$ cat src/rtl/switch_pkg.sv
// Shared switch types: node ids, routing LUT entries, flits and the config-writer register map.
// Used by switch_cfg_writer (optional empty-entry skipping: SWITCH_CFG_SKIP_EMPTY_EN).
package switch_pkg;

    localparam int NUM_OUTPORTS  = 4;
    localparam int TOTAL_NODES   = 4;
    localparam int TABLE_SIZE    = 8;
    localparam int NODE_ID_W     = $clog2(TOTAL_NODES);
    localparam int PORT_W        = $clog2(NUM_OUTPORTS);
    localparam int FLITS_PER_RUN = TABLE_SIZE + 1;
    localparam int FLIT_CNT_W    = $clog2(TABLE_SIZE + 2);

    typedef logic [NODE_ID_W-1:0] node_id_t;

    typedef struct packed {
        logic [1:0]        vc_mask;
        logic [PORT_W-1:0] port;
    } route_lut_t;

    typedef enum logic [1:0] {
        FLIT_DATA      = 2'd0,
        FLIT_CFG_WRITE = 2'd1,
        FLIT_CFG_READ  = 2'd2
    } flit_type_t;

    typedef logic [7:0] cfg_addr_t;
    typedef logic [7:0] cfg_data_t;

    typedef struct packed {
        cfg_addr_t addr;
        cfg_data_t data;
    } cfg_payload_t;

    typedef struct packed {
        node_id_t     dest;
        node_id_t     src;
        flit_type_t   ftype;
        cfg_payload_t payload;
    } flit_t;

    localparam cfg_addr_t CFG_ADDR_DATELINE = 8'd0;
    localparam cfg_addr_t CFG_ADDR_LUT_BASE = 8'd1;

    typedef enum logic [1:0] {
        IDLE,
        DATELINE,
        LUT,
        DONE
    } cfg_writer_state_t;

    function automatic cfg_data_t zext_dateline(input logic [NUM_OUTPORTS-1:0] mask);
        cfg_data_t d;
        d = '0;
        d[NUM_OUTPORTS-1:0] = mask;
        return d;
    endfunction

    function automatic cfg_data_t zext_lut(input route_lut_t entry);
        cfg_data_t d;
        d = '0;
        d[$bits(route_lut_t)-1:0] = entry;
        return d;
    endfunction

    function automatic flit_t build_cfg_flit(input node_id_t dest, input node_id_t src,
                                             input cfg_addr_t addr, input cfg_data_t data);
        flit_t f;
        f.dest         = dest;
        f.src          = src;
        f.ftype        = FLIT_CFG_WRITE;
        f.payload.addr = addr;
        f.payload.data = data;
        return f;
    endfunction

endpackage

$ cat src/rtl/switch_cfg_writer.sv
// Serialises a snapshot of the dateline mask and routing LUT into config-write flits.
// Define SWITCH_CFG_SKIP_EMPTY_EN to skip all-zero LUT entries instead of writing them.
module switch_cfg_writer
    import switch_pkg::*;
(
    input  logic                              clk,
    input  logic                              rst,
    input  logic                              start,
    input  node_id_t                          dest_id,
    input  node_id_t                          src_id,
    input  logic [NUM_OUTPORTS-1:0]           dateline_in,
    input  route_lut_t [TABLE_SIZE-1:0]       route_lut_in,
    output flit_t                             out_flit,
    output logic                              out_valid,
    input  logic                              out_ready,
    output logic                              busy,
    output logic                              done,
    output logic [FLIT_CNT_W-1:0]             flits_sent
);

`ifdef SWITCH_CFG_SKIP_EMPTY_EN
    localparam bit SKIP_EMPTY = 1'b1;
`else
    localparam bit SKIP_EMPTY = 1'b0;
`endif

    localparam int                IDX_W    = $clog2(TABLE_SIZE);
    localparam logic [IDX_W-1:0]  LAST_IDX = IDX_W'(TABLE_SIZE - 1);

    cfg_writer_state_t            state_q, state_d;
    logic [IDX_W-1:0]             index_q, index_d, next_idx;
    flit_t                        flit_q, flit_d;
    logic                         valid_q, valid_d;
    logic                         busy_q, busy_d;
    logic                         done_q, done_d;
    logic [FLIT_CNT_W-1:0]        cnt_q, cnt_d;

    node_id_t                     dest_q, src_q;
    logic [NUM_OUTPORTS-1:0]      dateline_q;
    route_lut_t [TABLE_SIZE-1:0]  lut_q;

    logic accept, handshake, advance;

    assign accept    = (state_q == IDLE) && start;
    assign handshake = valid_q && out_ready;
    // A stalled flit waits for ready; an empty skipped slot (valid low) always moves on.
    assign advance   = valid_q ? out_ready : 1'b1;

    // Lookahead so trailing empty entries end the run right after the last real write.
    function automatic logic any_nonempty_from(input route_lut_t [TABLE_SIZE-1:0] lut,
                                               input int first);
        logic found;
        found = 1'b0;
        for (int j = 0; j < TABLE_SIZE; j++) begin
            if (j >= first && lut[j] != '0) found = 1'b1;
        end
        return found;
    endfunction

    // NOTE: every signal driven here gets a default first, so no latch can be inferred.
    always_comb begin
        state_d  = state_q;
        index_d  = index_q;
        next_idx = '0;
        flit_d   = flit_q;
        valid_d  = valid_q;
        busy_d   = busy_q;
        done_d   = 1'b0;
        cnt_d    = cnt_q;

        if (handshake && cnt_q != FLIT_CNT_W'(FLITS_PER_RUN)) cnt_d = cnt_q + 1'b1;

        case (state_q)
            IDLE: begin
                if (start) begin
                    state_d = DATELINE;
                    busy_d  = 1'b1;
                    valid_d = 1'b1;
                    cnt_d   = '0;
                    // The snapshot is not loaded yet, so the first flit comes from the live inputs.
                    flit_d  = build_cfg_flit(dest_id, src_id, CFG_ADDR_DATELINE,
                                             zext_dateline(dateline_in));
                end
            end
            DATELINE: begin
                if (handshake) begin
                    index_d = '0;
                    if (!SKIP_EMPTY || any_nonempty_from(lut_q, 0)) begin
                        state_d = LUT;
                        valid_d = !SKIP_EMPTY || (lut_q[0] != '0);
                        flit_d  = build_cfg_flit(dest_q, src_q, CFG_ADDR_LUT_BASE,
                                                 zext_lut(lut_q[0]));
                    end else begin
                        state_d = DONE;
                        valid_d = 1'b0;
                    end
                end
            end
            LUT: begin
                if (advance) begin
                    if (index_q == LAST_IDX ||
                        (SKIP_EMPTY && !any_nonempty_from(lut_q, int'(index_q) + 1))) begin
                        state_d = DONE;
                        valid_d = 1'b0;
                    end else begin
                        next_idx = index_q + 1'b1;
                        index_d  = next_idx;
                        valid_d  = !SKIP_EMPTY || (lut_q[next_idx] != '0);
                        flit_d   = build_cfg_flit(dest_q, src_q,
                                                  CFG_ADDR_LUT_BASE + cfg_addr_t'(next_idx),
                                                  zext_lut(lut_q[next_idx]));
                    end
                end
            end
            DONE: begin
                state_d = IDLE;
                busy_d  = 1'b0;
                done_d  = 1'b1;
                valid_d = 1'b0;
            end
            default: begin
                state_d = IDLE;
                valid_d = 1'b0;
                busy_d  = 1'b0;
            end
        endcase
    end

    // NOTE: sequential state uses <= so every register updates from pre-edge values.
    always_ff @(posedge clk) begin
        if (rst) begin
            state_q <= IDLE;
            index_q <= '0;
            flit_q  <= '0;
            valid_q <= 1'b0;
            busy_q  <= 1'b0;
            done_q  <= 1'b0;
            cnt_q   <= '0;
        end else begin
            state_q <= state_d;
            index_q <= index_d;
            flit_q  <= flit_d;
            valid_q <= valid_d;
            busy_q  <= busy_d;
            done_q  <= done_d;
            cnt_q   <= cnt_d;
        end
    end

    // NOTE: the snapshot bank has no reset; it is always written on accept before being read.
    always_ff @(posedge clk) begin
        if (accept) begin
            dest_q     <= dest_id;
            src_q      <= src_id;
            dateline_q <= dateline_in;
            lut_q      <= route_lut_in;
        end
    end

    // The dateline snapshot is only consumed via the live-input first flit; keep it for debug visibility.
    logic dateline_unused;
    assign dateline_unused = ^dateline_q;

    assign out_flit   = flit_q;
    assign out_valid  = valid_q;
    assign busy       = busy_q;
    assign done       = done_q;
    assign flits_sent = cnt_q;

endmodule

$ cat config.mk
export PLATFORM = sky130hd
export DESIGN_NAME = switch_cfg_writer
export DESIGN_NICKNAME = d
export VERILOG_FILES = /design/src/rtl/switch_pkg.sv /design/src/rtl/switch_cfg_writer.sv
export SDC_FILE = /design/constraint.sdc
export NUM_CORES = 1
export LEC_CHECK = 0
export BUFFER_PORTS_ARGS = -buffer_cell sky130_fd_sc_hd__buf_4
export CAP_MARGIN = 20
export CORE_ASPECT_RATIO = 1.2
export CORE_MARGIN = 3
export CORE_UTILIZATION = 34
export DETAILED_ROUTE_END_ITERATION = 8
export PLACE_DENSITY = 0.62
export SLEW_MARGIN = 0
export SYNTH_ARGS = -nofsm -noshare
export SYNTH_HDL_FRONTEND = slang
export SYNTH_SLANG_ARGS = --single-unit
$ cat constraint.sdc
create_clock -name clk -period 2.7 [get_ports clk]
set_input_delay 0.54 -clock clk [delete_from_list [all_inputs] [get_ports clk]]
set_output_delay 0.54 -clock clk [all_outputs]
set_load 0.005 [all_outputs]
==> results of run 1 <==
-- synth_stat cells (all sizes together) (4+ instances only) --
| cell type | number | area, um2 |
|---|---|---|
| o21ai | 14 | 73.8 |
| inv | 7 | 26.3 |
| nand2 | 15 | 56.3 |
| edfxtp | 36 | 1080 |
| o22ai | 8 | 50.1 |
| a2111oi | 4 | 35.0 |
| nor2b | 4 | 25.0 |
| ha | 10 | 125 |
| mux2i | 17 | 170 |
| a211oi | 6 | 45.0 |
| nor2 | 7 | 26.3 |
| clkbuf | 5 | 18.8 |
| nand2b | 5 | 31.3 |
| o21bai | 4 | 30.0 |
| a21oi | 17 | 88.8 |
| o41ai | 4 | 35.0 |
| buf | 17 | 115 |
| dfxtp | 25 | 500 |
| a311oi | 4 | 35.0 |
| a2bb2oi | 4 | 35.0 |
-- final cells by class --
type | instances | area, um2 | area share, %
sequential | 61 | 1580 | 44.3
timing repair buffer | 69 | 518 | 14.5
clock inverter | 5 | 97.6 | 2.73
tap | 92 | 115 | 3.22
inverter | 7 | 26.3 | 0.736
multi-input combinational | 158 | 1090 | 30.6
clock buffer | 11 | 141 | 3.96
-- through the flow --
| stage | setup slack [ns] | hold WS, ns | util [%] | power, mW |
|---|---|---|---|---|
| 2_1_floorplan | 0.688 | 0.454 | - | 2.15 |
| 3_3_place_gp | 0.635 | 0.471 | 42.5 | 2.52 |
| 3_5_place_dp | 0.574 | 0.479 | 42.5 | 2.55 |
| 4_1_cts | 0.559 | 0.356 | 45.6 | 3.54 |
| 5_1_grt | 0.326 | 0.352 | 45.6 | 3.74 |
| 6_report | 0.575 | 0.375 | 45.6 | 3.50 |
-- worst max-delay path, cell delays in order, from the launching register on --
cell and delay, ns:
dfxtp_1 0.39, inv_1 0.09, ha_1 0.39, nand2_1 0.18
o31a_1 0.39, nand2_1 0.20, o41ai_1 0.37
-- path summary, 6_finish.rpt --
kind / end / from / depth (start not counted) / slack, ns
worst max register to register: out_flit[0]$_SDFFE_PP0P_ / state_q[0]$_SDFFE_PP0P_ / 6 / 0.58
worst min-delay path: lut_q[19]$_DFFE_PP_ / route_lut_in[19] / 1 / 0.38
worst max-delay path: out_flit[0]$_SDFFE_PP0P_ / state_q[0]$_SDFFE_PP0P_ / 6 / 0.58
worst min register to register: out_flit[11]$_SDFFE_PP0P_ / out_flit[11]$_SDFFE_PP0P_ / 2 / 0.48
-- logic make-up after synthesis --
group | after synthesis | share of synthesized area (%)
compound gates | 72 | 17.2
flops | 61 | 56.4
simple gates | 46 | 8.71
buf+inv | 29 | 5.71
mux | 17 | 6.07
fa+ha+maj | 10 | 4.46
xor+xnor | 4 | 1.25
other cells | 1 | 0.134
-- cells in the final DEF, fill, tap and decap left out, types with 5 or more instances in the layout --
cell type,n
a211oi_1,6
buf_4,69
o21ai_0,12
nand2_1,15
a21oi_1,16
edfxtp_1,36
dfxtp_1,25
mux2i_1,17
nand2b_1,5
clkbuf_8,10
o22ai_1,8
conb_1,9
nor2_1,7
inv_1,7
ha_1,10
-- per-layer routing --
| metal | share of wire, % | up-vias | track usage [%] | routed length [um] |
|---|---|---|---|---|
| met2 | 49 | 68 | 21.9 | 2990 |
| met4 | 2.0 | 0 | 5.72 | 121 |
| li1 | - | 1020 | - | - |
| met5 | 0 | - | 0 | 0 |
| met1 | 42 | 944 | 17.6 | 2590 |
| met3 | 6.8 | 13 | 4.85 | 416 |
-- flip-flops by register name, indices dropped and copies added, names as in the netlist --
| signal | count |
|---|---|
| dest_q | 2 |
| done | 1 |
| out_flit | 13 |
| flits_sent | 4 |
| lut_q | 32 |
| index_q | 3 |
| out_valid | 1 |
| src_q | 2 |
| state_q | 2 |
| busy | 1 |
-- power breakdown --
group / switching [mW] / internal [mW] / leakage, nW
Clock: 0.346 / 0.633 / 0.119
Sequential: 0.105 / 1.24 / 0.548
Combinational: 0.689 / 0.486 / 0.680
==> key figures, run 1 <==
GRT
  – Total GRT Usage: between 10% and 20%
  – Global-route wire length before repair: between 10000 and 15000 um
  – Vias in the first global route: 2080
  – Pin count of the biggest net entering global routing: 27
  – Initial antenna violation count: 0
  – Grt ovf: 0

Layout
  – FILL cells: 740
  – Layout cells sized above 1: approximately 28%
  – Number of diodes: 0
  – Final Non-Filler Cells: 403
  – Post-route cell area: 3570 um2
  – Area Growth Syn to Fin: 27.4%
  – # nets final: 360

Die
  – Die height: around 110 um
  – Core area: around 7800 um2
  – Die W: 88.9 um
  – Ports: between 70 and 80
  – Row Count: 35
  – DIE AREA: between 9000 and 10000 um2
  – Starting Density: between 30% and 40%

Timing
  – Clk_skew: 0.00546 ns
  – Worst Max-Slew Pin Slew: between 0.5 and 0.6 ns
  – RSZ-0062 raised after global routing: no
  – Setup violations, final: 0
  – Highest Clock Rate: approximately 470 MHz
  – Final Hold Vio Count: 0
  – Slew margin rel.: between 60% and 70%
  – Post-route minimum period: roughly 2.1 ns
  – Final worst-path cycle share: approximately four fifths
  – Slew Viols, Final: 0
  – Total negative setup slack: 0 ns

Placed design
  – Placement Cell Area: 3330 um2
  – PortBufs: 63
  – Post-DP HPWL: about 4400 um
  – Inst Count DP: 387
  – Global placement routability congestion: ~0.85

Synth
  – YS warnings: 0
  – Synth Register Bits: 61
  – Main synth FF type: edfxtp_1
  – Synthesized area: 2800 um2
  – Seq/Total Area, Yosys: between 50% and 60%
  – Number of synthesized flops with an enable pin: 36
  – Fraction of registers with async set/reset: 0%
  – Post-Syn Instances: 240
  – Syn_area_per_cell: ~12 um2
  – Synth cell types: between 40 and 50

Detailed routing
  – DR pass1 iterations: 4
  – Initial DRC count: 95
  – Via/cell ratio: 5.07
  – Average wire per standard cell: about 15 um
  – Via count: between 2000 and 2500
  – Detail Route Antenna Nets: 0
  – Routed WL: between 6000 and 7000 um
  – DRC: 0

Clocking
  – CTS root buf: clkbuf_8
  – Clock Latency Late Sink: 0.34 ns
  – Setup bufs post-CTS: 0
  – CTS tree: done
  – Num CTS Buffers: 9
  – Post-cts repair resize count: 0
  – Clock slew at reported path FFs: about 0.070 ns
  – CTS Sinks: 61
  – H-tree depth: 3
  – CTS max path bufs: 2
  – CTS Hold Bufs: 0

Critical path
  – WP data arrival: about 2.4 ns
  – WS Path Type: register to register
  – Critical Path End Type: register
  – WP data required: just under 3 ns
  – CP Max Fanout: 16
  – Worst setup SP type: register

Worst hold path
  – HP Class: input port to register

Power
  – Maximum VDD drop: 0.453 mV
  – Power density cells: 981 nW/um2
  – P_leak: around 1.3 nW

Flow run
  – Max-Cap Viols: 0

Outcome
  – Status: complete, no violations
Note: power is estimated with default switching activity, not from simulation.
==> run 2: changes to the inputs <==
--- a/config.mk
+++ b/config.mk
@@ -5,6 +5,7 @@
 export SDC_FILE = /design/constraint.sdc
 export NUM_CORES = 1
 export LEC_CHECK = 0
+export ABC_AREA = 1
 export BUFFER_PORTS_ARGS = -buffer_cell sky130_fd_sc_hd__buf_4
 export CAP_MARGIN = 20
 export CORE_ASPECT_RATIO = 1.2
==> constraint.sdc (replaced) <==
create_clock -name clk -period 2.2 [get_ports clk]
set_input_delay 0.44 -clock clk [delete_from_list [all_inputs] [get_ports clk]]
set_output_delay 0.44 -clock clk [all_outputs]
set_load 0.005 [all_outputs]
==> run 2 against run 1 <==
Compared with the run above:
- clock power shrank 6.4%
- worst setup slack got worse by 0.19 ns
- largest cell class unchanged
- cell count rose by 29%
- sequential power up 24%
- non-clock buffer count down 1
- die area rose by 5.5%
- wire length is 0.16% higher
- largest power group unchanged
- core utilization fell by 1.1 points
- via count is 11% higher
- combinational power increased by 40%
==> key figures, run 2 <==
Critical path
  – Family with the most delay on the worst path: simple AND/OR/NAND/NOR gates
  – Worst path buffer plus inverter count: 2
  – WS Path Type: register to register
  – Worst path slowest cell: ha_1
  – CP most frequent cell: nand2_1
  – RR Startpoint: state_q[0]$_SDFFE_PP0P_
  – CP Max Fanout: 9
  – WP data required: 2.47 ns
  – Worst setup SP type: register
  – Critical R2R Capture: out_flit[0]$_SDFFE_PP0P_
  – Critical Path End Type: register
  – WP data arrival: between 2 and 2.5 ns
  – Crit-path cells: inv_1 -> ha_1 -> nand2_1 -> inv_2 -> nand3_1 -> nand2_1 -> nand2_1 -> nand3_1 -> nand2_1 -> a21oi_2
  – R2R depth: 10
  – Flop-to-flop setup slack: about 0.39 ns
  – Max incr delay on CP: roughly 0.43 ns

Clocking
  – Setup bufs post-CTS: 0
  – CTS Hold Bufs: 0
  – Clock Latency Late Sink: 0.33 ns
  – CTS root buf: clkbuf_8
  – H-tree depth: 3
  – Clock slew at reported path FFs: approximately 0.06 ns
  – CTS max path bufs: 2
  – Num CTS Buffers: 9
  – CTS Sinks: ~60
  – CTS tree: done
  – Post-cts repair resize count: 0

Synth
  – Top post-synthesis cells by area: edfxtp_1, dfxtp_1, nand2_1, inv_1, nand3_1
  – Top cell type's share of synthesized area: approximately 36%
  – Most frequent cell after synthesis: nand2_1
  – Main synth FF type: edfxtp_1
  – Post-synthesis simple-gate area fraction: approximately a quarter
  – Synthesized area: 2970 um2
  – Syn_area_per_cell: roughly 9 um2
  – Compound-Gate Fraction of Synth Area: under 10%
  – Number of synthesized flops with an enable pin: 36
  – YS warnings: 0
  – Xor/xnor share of the synthesized area: 0%
  – Cell taking the most area after synthesis: edfxtp_1
  – Most common library cells after synthesis: nand2_1, inv_1, edfxtp_1
  – Synth Register Bits: 61
  – Largest family of logic cells by synthesized area: simple AND/OR/NAND/NOR gates
  – Seq/Total Area, Yosys: around 53%
  – Fraction of registers with async set/reset: 0%
  – Mux cell area share after synthesis: 0%
  – Post-Syn Instances: roughly 330
  – Synth cell types: 31
  – Adder-cell share of the synthesized area: 4.22%

Timing
  – Slew Viols, Final: 0
  – Highest Clock Rate: 552 MHz
  – Final worst-path cycle share: 82.3%
  – Setup violations, final: 0
  – Total negative setup slack: 0 ns
  – RSZ-0062 raised after global routing: no
  – Final Hold Vio Count: 0
  – Post-route minimum period: between 1.5 and 2 ns
  – Clk_skew: roughly 0.0092 ns
  – PnR worst setup slack: between 0.3 and 0.4 ns

Power
  – P_leak: approximately 1.7 nW
  – Power density cells: 1150 nW/um2
  – Overall power: about 4.2 mW
  – Maximum VDD drop: roughly 0.56 mV

GRT
  – Global-route wire length before repair: slightly below 10000 um
  – Initial antenna violation count: 0
  – Total GRT Usage: between 10 and 15%
  – Pin count of the biggest net entering global routing: 33
  – Grt ovf: 0
  – Vias in the first global route: 2165

Die
  – DIE AREA: approximately 10000 um2
  – Die height: about 110 um
  – Ports: 73
  – Starting Density: 35.8%
  – Core area: approximately 8300 um2
  – Row Count: 36
  – Die W: ~91 um

Layout
  – Commonest non-fill, non-tap cell in the layout: nand2_1
  – Final Non-Filler Cells: approximately 520
  – Number of diodes: 0
  – Biggest register: lut_q
  – Area Growth Syn to Fin: 24.2%
  – Flip-flop count of the largest register after layout: 32
  – Most frequent cells in the layout: nand2_1, buf_4, inv_1, edfxtp_1, nor2_1
  – # nets final: approximately 460
  – Post-route cell area: ~3700 um2
  – Layout cells sized above 1: 25.9%

Placed design
  – PortBufs: 63
  – Placement Cell Area: between 3000 and 4000 um2
  – Pre-CTS WS: about 0.4 ns
  – Post-DP HPWL: 4600 um
  – Global placement routability congestion: 0.931
  – Inst Count DP: just over 500

Detailed routing
  – Routed WL: between 6000 and 7000 um
  – DRC: 0
  – Average wire per standard cell: 11.8 um
  – Initial DRC count: 59
  – Detail Route Antenna Nets: 0
  – DR pass1 iterations: 4
  – Via count: ~2300
  – Via/cell ratio: about 4.4

Flow run
  – Max-Cap Viols: 0

Worst hold path
  – Worst hold start: route_lut_in[18]
  – Worst Hold Depth: 1
  – Hold EP: lut_q[18]$_DFFE_PP_
  – HP Class: input port to register

Outcome
  – Status: complete, no violations
==> run 2: layout make-up <==
class	instances	area (um2)
Multi-Input combinational cell	208	1060
Inverter	53	206
Clock buffer	12	135
Sequential cell	61	1580
Fill cell	841	4600
Timing Repair Buffer	68	523
Clock inverter	3	37.5
Tap cell	114	143
==> run 2: metrics by stage <==
step                util [%]  hold WS, ns
floorplan                  -        0.463
global placement        42.4        0.455
detailed placement      42.4        0.464
CTS                     44.5        0.261
global route            44.5        0.253
finish                  44.5        0.281
==> run 2: power breakdown <==
group | total, mW | internal [mW] | switching [mW]
clock network | 0.915 | 0.511 | 0.404
registers | 1.67 | 1.54 | 0.134
logic | 1.65 | 0.627 | 1.02
==> run 2: cells by family (layout without fill, tap and decap cells) <==
group	count (synthesis)	after routing
flops	61	61
fa+ha+maj	10	10
other cells	1	9
buf+inv	72	136
compound gates	36	36
simple gates	153	153
==> run 2: worst max-delay path by stage <==
stage	start	end	slack, ns	cells after the start
floorplan	state_q[0]$_SDFFE_PP0P_	flits_sent[1]$_SDFF_PP0_	0.37	7
global placement	state_q[0]$_SDFFE_PP0P_	out_flit[3]$_SDFFE_PP0P_	0.43	10
detailed placement	state_q[0]$_SDFFE_PP0P_	out_flit[0]$_SDFFE_PP0P_	0.40	10
CTS	state_q[0]$_SDFFE_PP0P_	out_flit[0]$_SDFFE_PP0P_	0.39	10
global route	state_q[0]$_SDFFE_PP0P_	out_flit[0]$_SDFFE_PP0P_	0.24	10
finish	state_q[0]$_SDFFE_PP0P_	out_flit[0]$_SDFFE_PP0P_	0.39	10
==> run 2: worst register-to-register path, cell delays in order, from the launching register on <==
cell and delay, ns:
dfxtp_1 0.35, inv_1 0.09, ha_1 0.43, nand2_1 0.19, inv_2 0.18, nand3_1 0.12
nand2_1 0.10, nand2_1 0.05, nand3_1 0.08, nand2_1 0.07, a21oi_2 0.11
==> run 2: layer usage <==
layer	track usage, %	share of wire (%)	up-vias
met5	0	0	-
met4	4.96	1.2	0
met3	5.08	7.0	6
met2	21.8	49	69
met1	14.9	43	1005
li1	-	-	1183
